**src/rtl/icache_responder_if.sv**
```systemverilog
// Fetch/refill bus between the datapath, the instruction cache and the memory arbiter.
//   imemREN/imemaddr : fetch request from the datapath
//   ihit/imemload    : fetch response back to the datapath
//   iREN/iaddr       : refill read request to the memory controller
//   iwait/iload      : memory busy flag and refill data
// slave  : cache side (answers fetches, issues refills)
// master : environment side (datapath + memory controller)
interface icache_responder_if;
    logic        imemREN;
    logic [31:0] imemaddr;
    logic        ihit;
    logic [31:0] imemload;
    logic        iREN;
    logic [31:0] iaddr;
    logic        iwait;
    logic [31:0] iload;

    modport slave (
        input  imemREN, imemaddr, iwait, iload,
        output ihit, imemload, iREN, iaddr
    );

    modport master (
        output imemREN, imemaddr, iwait, iload,
        input  ihit, imemload, iREN, iaddr
    );
endinterface

```
**src/rtl/icache_responder.sv**
```systemverilog
// Direct-mapped, one-word-block instruction cache with blocking refill and
// hit/miss performance counters.
//   CLK, RST    : clock and synchronous active-high reset
//   bus (slave) : fetch request/response and memory refill port
//   hit_count   : cycles in which ihit was asserted (wraps)
//   miss_count  : refills started (wraps)
module icache_responder #(
    parameter int unsigned NFRAMES = 16
) (
    input  logic                CLK,
    input  logic                RST,
    icache_responder_if.slave   bus,
    output logic [31:0]         hit_count,
    output logic [31:0]         miss_count
);

    localparam int unsigned IDX  = $clog2(NFRAMES);
    localparam int unsigned TAGW = 30 - IDX;

    typedef enum logic {
        IDLE,
        FETCH
    } state_t;

    state_t              r_state;
    state_t              w_next_state;

    logic [NFRAMES-1:0]  r_valid;
    logic [TAGW-1:0]     r_tag  [NFRAMES];
    logic [31:0]         r_data [NFRAMES];
    logic [31:0]         r_miss_addr;
    logic [31:0]         r_hit_count;
    logic [31:0]         r_miss_count;

    logic [TAGW-1:0]     w_req_tag;
    logic [IDX-1:0]      w_req_idx;
    logic [TAGW-1:0]     w_miss_tag;
    logic [IDX-1:0]      w_miss_idx;
    logic                w_match;
    logic                w_ihit;
    logic [31:0]         w_imemload;
    logic                w_iren;
    logic [31:0]         w_iaddr;
    logic                w_start_miss;
    logic                w_fill;
    logic [1:0]          w_unused_addr_bits;

    // Address split for the live request and the latched miss
    assign w_req_tag          = bus.imemaddr[31:IDX+2];
    assign w_req_idx          = bus.imemaddr[IDX+1:2];
    assign w_miss_tag         = r_miss_addr[31:IDX+2];
    assign w_miss_idx         = r_miss_addr[IDX+1:2];
    assign w_unused_addr_bits = bus.imemaddr[1:0];

    // Combinational lookup so a hit is answered in the request cycle
    assign w_match = r_valid[w_req_idx] && (r_tag[w_req_idx] == w_req_tag);

    // Next-state and output decode
    always_comb begin
        w_next_state = r_state;
        w_ihit       = 1'b0;
        w_imemload   = 32'd0;
        w_iren       = 1'b0;
        w_iaddr      = 32'd0;
        w_start_miss = 1'b0;
        w_fill       = 1'b0;
        case (r_state)
            IDLE: begin
                if (bus.imemREN) begin
                    if (w_match) begin
                        w_ihit     = 1'b1;
                        w_imemload = r_data[w_req_idx];
                    end else begin
                        w_start_miss = 1'b1;
                        w_next_state = FETCH;
                    end
                end
            end
            FETCH: begin
                // Request inputs are ignored here; the refill always completes
                w_iren  = 1'b1;
                w_iaddr = r_miss_addr;
                if (!bus.iwait) begin
                    w_fill       = 1'b1;
                    w_next_state = IDLE;
                end
            end
        endcase
    end

    // State, valid bits, miss address and counters
    always_ff @(posedge CLK) begin
        if (RST) begin
            r_state      <= IDLE;
            r_valid      <= '0;
            r_miss_addr  <= 32'd0;
            r_hit_count  <= 32'd0;
            r_miss_count <= 32'd0;
        end else begin
            r_state <= w_next_state;
            if (w_start_miss) begin
                r_miss_addr  <= {bus.imemaddr[31:2], 2'b00};
                r_miss_count <= r_miss_count + 32'd1;
            end
            if (w_ihit) begin
                r_hit_count <= r_hit_count + 32'd1;
            end
            if (w_fill) begin
                r_valid[w_miss_idx] <= 1'b1;
            end
        end
    end

    // Tag/data arrays carry no reset; a reset during refill suppresses the write
    always_ff @(posedge CLK) begin
        if (w_fill && !RST) begin
            r_tag[w_miss_idx]  <= w_miss_tag;
            r_data[w_miss_idx] <= bus.iload;
        end
    end

    assign bus.ihit     = w_ihit;
    assign bus.imemload = w_imemload;
    assign bus.iREN     = w_iren;
    assign bus.iaddr    = w_iaddr;
    assign hit_count    = r_hit_count;
    assign miss_count   = r_miss_count;

endmodule

```
**src/flat_wrapper.sv**
```systemverilog
// flat-port wrapper written by rule: the top's interface ports become plain ports
module icache_responder_flat 
#(
    parameter int unsigned NFRAMES = 16
)
  (CLK, RST, hit_count, miss_count, bus_imemREN, bus_imemaddr, bus_iwait, bus_iload, bus_ihit, bus_imemload, bus_iREN, bus_iaddr);
  icache_responder_if bus_i ();
  input  logic CLK;
  input  logic RST;
  output logic [31:0] hit_count;
  output logic [31:0] miss_count;
  input wire logic [$bits(bus_i.imemREN)-1:0] bus_imemREN;
  input wire logic [$bits(bus_i.imemaddr)-1:0] bus_imemaddr;
  input wire logic [$bits(bus_i.iwait)-1:0] bus_iwait;
  input wire logic [$bits(bus_i.iload)-1:0] bus_iload;
  output wire logic [$bits(bus_i.ihit)-1:0] bus_ihit;
  output wire logic [$bits(bus_i.imemload)-1:0] bus_imemload;
  output wire logic [$bits(bus_i.iREN)-1:0] bus_iREN;
  output wire logic [$bits(bus_i.iaddr)-1:0] bus_iaddr;
  assign bus_i.imemREN = bus_imemREN;
  assign bus_i.imemaddr = bus_imemaddr;
  assign bus_i.iwait = bus_iwait;
  assign bus_i.iload = bus_iload;
  assign bus_ihit = bus_i.ihit;
  assign bus_imemload = bus_i.imemload;
  assign bus_iREN = bus_i.iREN;
  assign bus_iaddr = bus_i.iaddr;
  icache_responder #(.NFRAMES(NFRAMES)) u_core (.CLK(CLK), .RST(RST), .bus(bus_i), .hit_count(hit_count), .miss_count(miss_count));
endmodule
```
**config.mk**
```make
export PLATFORM = sky130hd
export DESIGN_NAME = icache_responder_flat
export DESIGN_NICKNAME = d
export VERILOG_FILES = /design/src/rtl/icache_responder_if.sv /design/src/rtl/icache_responder.sv /design/src/flat_wrapper.sv
export SDC_FILE = /design/constraint.sdc
export NUM_CORES = 1
export LEC_CHECK = 0
export ABC_AREA = 0
export CORE_MARGIN = 2
export CORE_UTILIZATION = 55
export DETAILED_ROUTE_END_ITERATION = 12
export PLACE_DENSITY = 0.83
export SLEW_MARGIN = 40
export SYNTH_ARGS = -nofsm -noshare
export SYNTH_HDL_FRONTEND = slang
export SYNTH_SLANG_ARGS = --single-unit
```
**constraint.sdc**
```tcl
create_clock -name CLK -period 18.6 [get_ports CLK]
set_clock_uncertainty 0.1 [all_clocks]
set_input_delay 3.72 -clock CLK [delete_from_list [all_inputs] [get_ports CLK]]
set_output_delay 3.72 -clock CLK [all_outputs]
set_load 0.02 [all_outputs]
```
[After elaboration in Yosys (flattened, before gate mapping)]
Memories as Yosys holds them, arrays and structs flattened.
Index checks and enable logic that the tools add are counted.
Word-level totals
  register bits: 111
  bits in writable memories: 928
  input port bits: 68
  output and inout bits: 130
  memories: 2
Cells by class
  add/sub/neg operators: 2
  order comparisons: 3
  eq/ne operators: 1
  multiplexer cells: 21
  bitwise logic cells: 2
  reduce and logical (&&, ||, !) cells: 4
Memories
  u_core.r_data: depth 16, width 32, rd ports 1, clocked after memory_dff 0, wr ports 1, RTL line icache_responder.sv:30  | logic [31:0] r_data [NFRAMES];
  u_core.r_tag: depth 16, width 26, rd ports 1, clocked after memory_dff 0, wr ports 1, RTL line icache_responder.sv:29  | logic [TAGW-1:0] r_tag [NFRAMES];
Operator list (number)
  32-bit two-way mux: 4
  32-bit by 1-bit adder with 32-bit output (second input constant): 2
  26-bit == test: 1
  16-bit bitwise OR: 1
  1-bit two-way mux: 14
  4-bit by 5-bit less-than comparator with 1-bit output (second input constant): 2
  1-bit binary-select mux with 4-bit select: 1
  1-bit demux with 4-bit select: 1
  4-bit by 1-bit greater-or-equal comparator with 1-bit output (second input constant): 1
  1-bit logical AND: 3
  1-bit one-hot mux with 2 select lines: 1
  1-bit zero test: 1
  1-bit inverter: 1

[Logic depth before layout (Yosys ltp)]
  word-level depth: 6
  gate-level depth with buffers: 16
  depth with buffers taken out: 9

[Worst setup path before layout]
No wires, ideal clock.
  path kind: input port to output port
  from: input port bus_imemaddr[4]
  to: output port bus_imemload[10]
  data arrival time: 6.497 ns
  required time: 14.780 ns
  setup slack: 8.283 ns
  cell stages on the path: 12
  path buffers: 5
  cell sequence: buf_2 > buf_4 > buf_2 > buf_4 > mux4_2 > a22oi_1 > nand3_1 > xor2_1 > nor4_4 > nand4_1 > clkbuf_1 > nor2b_1
On the way
  cells in the longest elaborated chain, start to end: 6
RTL lines
  from (decl): RTL line flat_wrapper.sv:13  | input wire logic [$bits(bus_i.imemaddr)-1:0] bus_imemaddr;
  memory read 16 x 26 bit or 1-bit binary-select mux with 4-bit select (tied branches)
  26-bit == test or 1-bit two-way mux (tied branches): RTL line icache_responder.sv:56  | assign w_match = r_valid[w_req_idx] && (r_tag[w_req_idx] == w_req_tag);
  1-bit logical AND: RTL line icache_responder.sv:56
  32-bit two-way mux *: RTL line icache_responder.sv:70  | if (w_match) begin
  32-bit two-way mux *: RTL line icache_responder.sv:69  | if (bus.imemREN) begin
  32-bit two-way mux *: RTL line icache_responder.sv:67  | case (r_state)
  to (decl): RTL line flat_wrapper.sv:17  | output wire logic [$bits(bus_i.imemload)-1:0] bus_imemload;
Mark *: on every way between the ends. The rest lies on a longest branch, timed or not. The select of a mux whose other input is x is not followed.

[Worst setup path in the final report]
  from: input port bus_imemaddr[4]
  to: output port bus_imemload[16]
Same word-level chain as after synthesis.

==> metrics.yaml <==
run_status:
  status: "finished, violations left"
  violations: "antenna violations"
routing:
  ant_nets: 1
  finalWirelength_um: 101000
  drtIter0Drc: 2868
  wl_per_cell_um: 29.3
  via_count: 22566
  first_pass_iters: 6
  viasPerCell: 6.53
  drcViolationCount: 0
sta:
  worst_slew_pin_slew_ns: 0.954
  fmax_ghz: 0.0826
  setup_tns_ns: 0
  fin_crit_sh_pct: 65.1
  fin_ws_ns: 6.49
  period_minus_slack_ns: 12.11
  setup_violations: 0
  final-hold-violation-count: 0
  maxSlewViolCount: 0
  slew_headroom_pct: 36.3
  grt_setup_unrepaired: "false"
die:
  coreArea_um2: 74300
  die_w_um: 278
  fp.dieH_um: 278
  num_io_pins: 198
  dieArea_um2: 77100
  rows: 100
  initial_utilization_pct: 55.4
worst_hold_path:
  worstHoldStart: "u_core.r_valid[12]"
  hold_class: "flip-flop to flip-flop"
  min_to: "u_core.r_valid[12]"
  whs_path_depth: 1
synth:
  ys_seq_area_share_pct: 73.1
  syn_area_um2: 41200
  ys.flop_type: "edfxtp_1"
  ys_ff_latch: 1039
  synth_edf_count: 928
  ys_types: 71
  synthCells: 2173
  yosys_warnings: 0
  async_flop_share_pct: 0
  syn_avg_cell_area_um2: 19.0
critical_path:
  worst-path-max-fanout: 84
  worst-r2r-setup-slack_ns: 14.69
  reg2reg_to: "u_core.r_miss_addr[6]"
  worstReg2RegStart: "u_core.r_tag[7][15]"
  arrival_ns: 8.29
  cp-start-kind: "primary input"
  r2r_cells: 10
  criticalPathCategory: "primary input to output port"
  required_ns: 14.78
  endpoint_kind: "output port"
final_layout:
  layout_commonest_cell: "edfxtp_1"
  fin_cells: 3455
  area_growth_pct: 15.6
  final_area_um2: 47600
  ff_latch_area_um2: 30100
  num-nets-final: 2470
  mostFrequentLayoutCells: "edfxtp_1, mux4_2, clkdlybuf4s50_1"
  final_core_util_pct: 64.0
  drive_above_1_share_pct: 19.0
  multi_input_area_um2: 10500
  nFillCells: 4770
clock_tree:
  ctsResizeCount: 0
  clockBufferDepth: 3
  cts_buffers: 99
  clock_latency_ns: 0.67
  clock-root-buffer: "clkbuf_16"
  clk_pin_slew_ns: 0.06
  hold_buffers: 0
  cts_tree: "done"
  cts_sinks: 1039
  h-tree-depth: 3
  cts_setup_buffers: 0
place:
  dp_hpwl_um: 53800
  port_buffers: 193
  gp_congestion: 0.841
  place_area_um2: 44400
  dpl.cell_count: 3265
  dpl_worst_slack_ns: 6.66
global_routing:
  grt_pass1_wl_um: 148000
  grt_max_degree: 147
  grt_overflow: 0
  track_usage_pct: 26.2
  grt_antenna_before_repair: 1
  first_global_vias: 22927
run:
  cap_violations: 0
power:
  max-vdd-ir-drop_mv: 0.0896
  p_leak_nw: 15.6
  p_per_area_nw_per_um2: 99.6
final cells by class:
type	count	share of cell area, %
multi-input combinational	1000	22.1
sequential	1039	63.2
clock inverter	54	1.09
antenna	8	0.0421
inverter	21	0.166
clock buffer	125	5.43
timing repair buffer	239	5.40
tap	969	2.55
registers in the layout (all words and copies together), names as in the netlist:
register	count
u_core.hit_count	32
u_core.miss_count	32
u_core.r_data	512
u_core.r_miss_addr	30
u_core.r_state	1
u_core.r_tag	416
u_core.r_valid	16
per-layer routing:
metal	share of wire [%]	GRT usage, %	up-vias
met5	0	0	-
met4	2.5	7.55	0
met3	9.1	5.00	208
met2	51	44.1	1401
met1	37	35.2	11676
li1	-	-	9281
worst max-delay path by stage:
| stage | startpoint | endpoint | slack, ns | cells after the start |
|---|---|---|---|---|
| after floorplan | bus_imemaddr[4] | bus_imemload[10] | 8.28 | 12 |
| after global placement | bus_imemaddr[4] | bus_imemload[24] | 6.41 | 12 |
| after detailed placement | bus_imemaddr[2] | bus_imemload[16] | 6.66 | 12 |
| after CTS | bus_imemaddr[2] | bus_imemload[16] | 6.55 | 12 |
| after global routing | bus_imemaddr[4] | bus_imemload[16] | 6.20 | 13 |
| final | bus_imemaddr[4] | bus_imemload[16] | 6.49 | 13 |
cell usage after synthesis (11+ instances only):
cell type,count,share of area [%]
edfxtp_1,928,68
mux4_2,230,13
mux2i_1,114,2.8
dfxtp_1,111,5.4
nor2_1,77,0.70
clkbuf_1,55,0.50
a21oi_1,52,0.63
nor2b_1,52,0.79
nand3_1,50,0.61
nand2_1,48,0.44
and2_1,37,0.56
or3_1,34,0.52
o21ai_0,30,0.36
buf_2,28,0.34
nand4_1,23,0.35
a21o_1,22,0.40
a22oi_1,21,0.38
inv_1,19,0.17
mux2_2,19,0.52
xor2_1,18,0.38
and3_1,16,0.24
buf_4,16,0.29
nor3_1,16,0.19
o31ai_1,16,0.29
or4_1,16,0.29
xnor2_1,14,0.30
buf_6,12,0.33
nand2b_1,11,0.17
per-stage QoR:
| step | hold WS, ns | total power [mW] |
|---|---|---|
| floorplan | 0.321 | 2.76 |
| global placement | 0.328 | 2.83 |
| detailed placement | 0.340 | 2.84 |
| CTS | 0.354 | 4.76 |
| global route | 0.368 | 4.86 |
| finish | 0.355 | 4.74 |
critical path, cell delays in order:
cell,delay (ns)
buf_8,0.38
buf_12,0.46
buf_16,0.38
nor2b_1,0.30
a22oi_1,0.16
a21o_1,0.21
a221oi_1,0.30
or4b_1,0.58
a21oi_2,0.24
nand4_1,0.13
buf_4,0.27
nor2b_1,0.23
clkdlybuf4s50_1,0.64
cells by family after synthesis:
group / share of synthesized area (%)
flip-flops: 73.1
AND/OR/NAND/NOR: 5.41
multiplexers: 15.9
AO/OA/AOI/OAI: 3.21
buffers and inverters: 1.68
XOR/XNOR: 0.680
adder cells (fa/ha/maj): 0.0607
other: 0.00910
report_power, final:
group	leakage (nW)	internal, mW	total (mW)	switching [mW]
sequential	9.54	2.55	2.57	0.0232
clock	1.51	1.09	1.95	0.859
combinational	4.55	0.0977	0.223	0.125
Note: power is estimated with default switching activity, not from simulation.
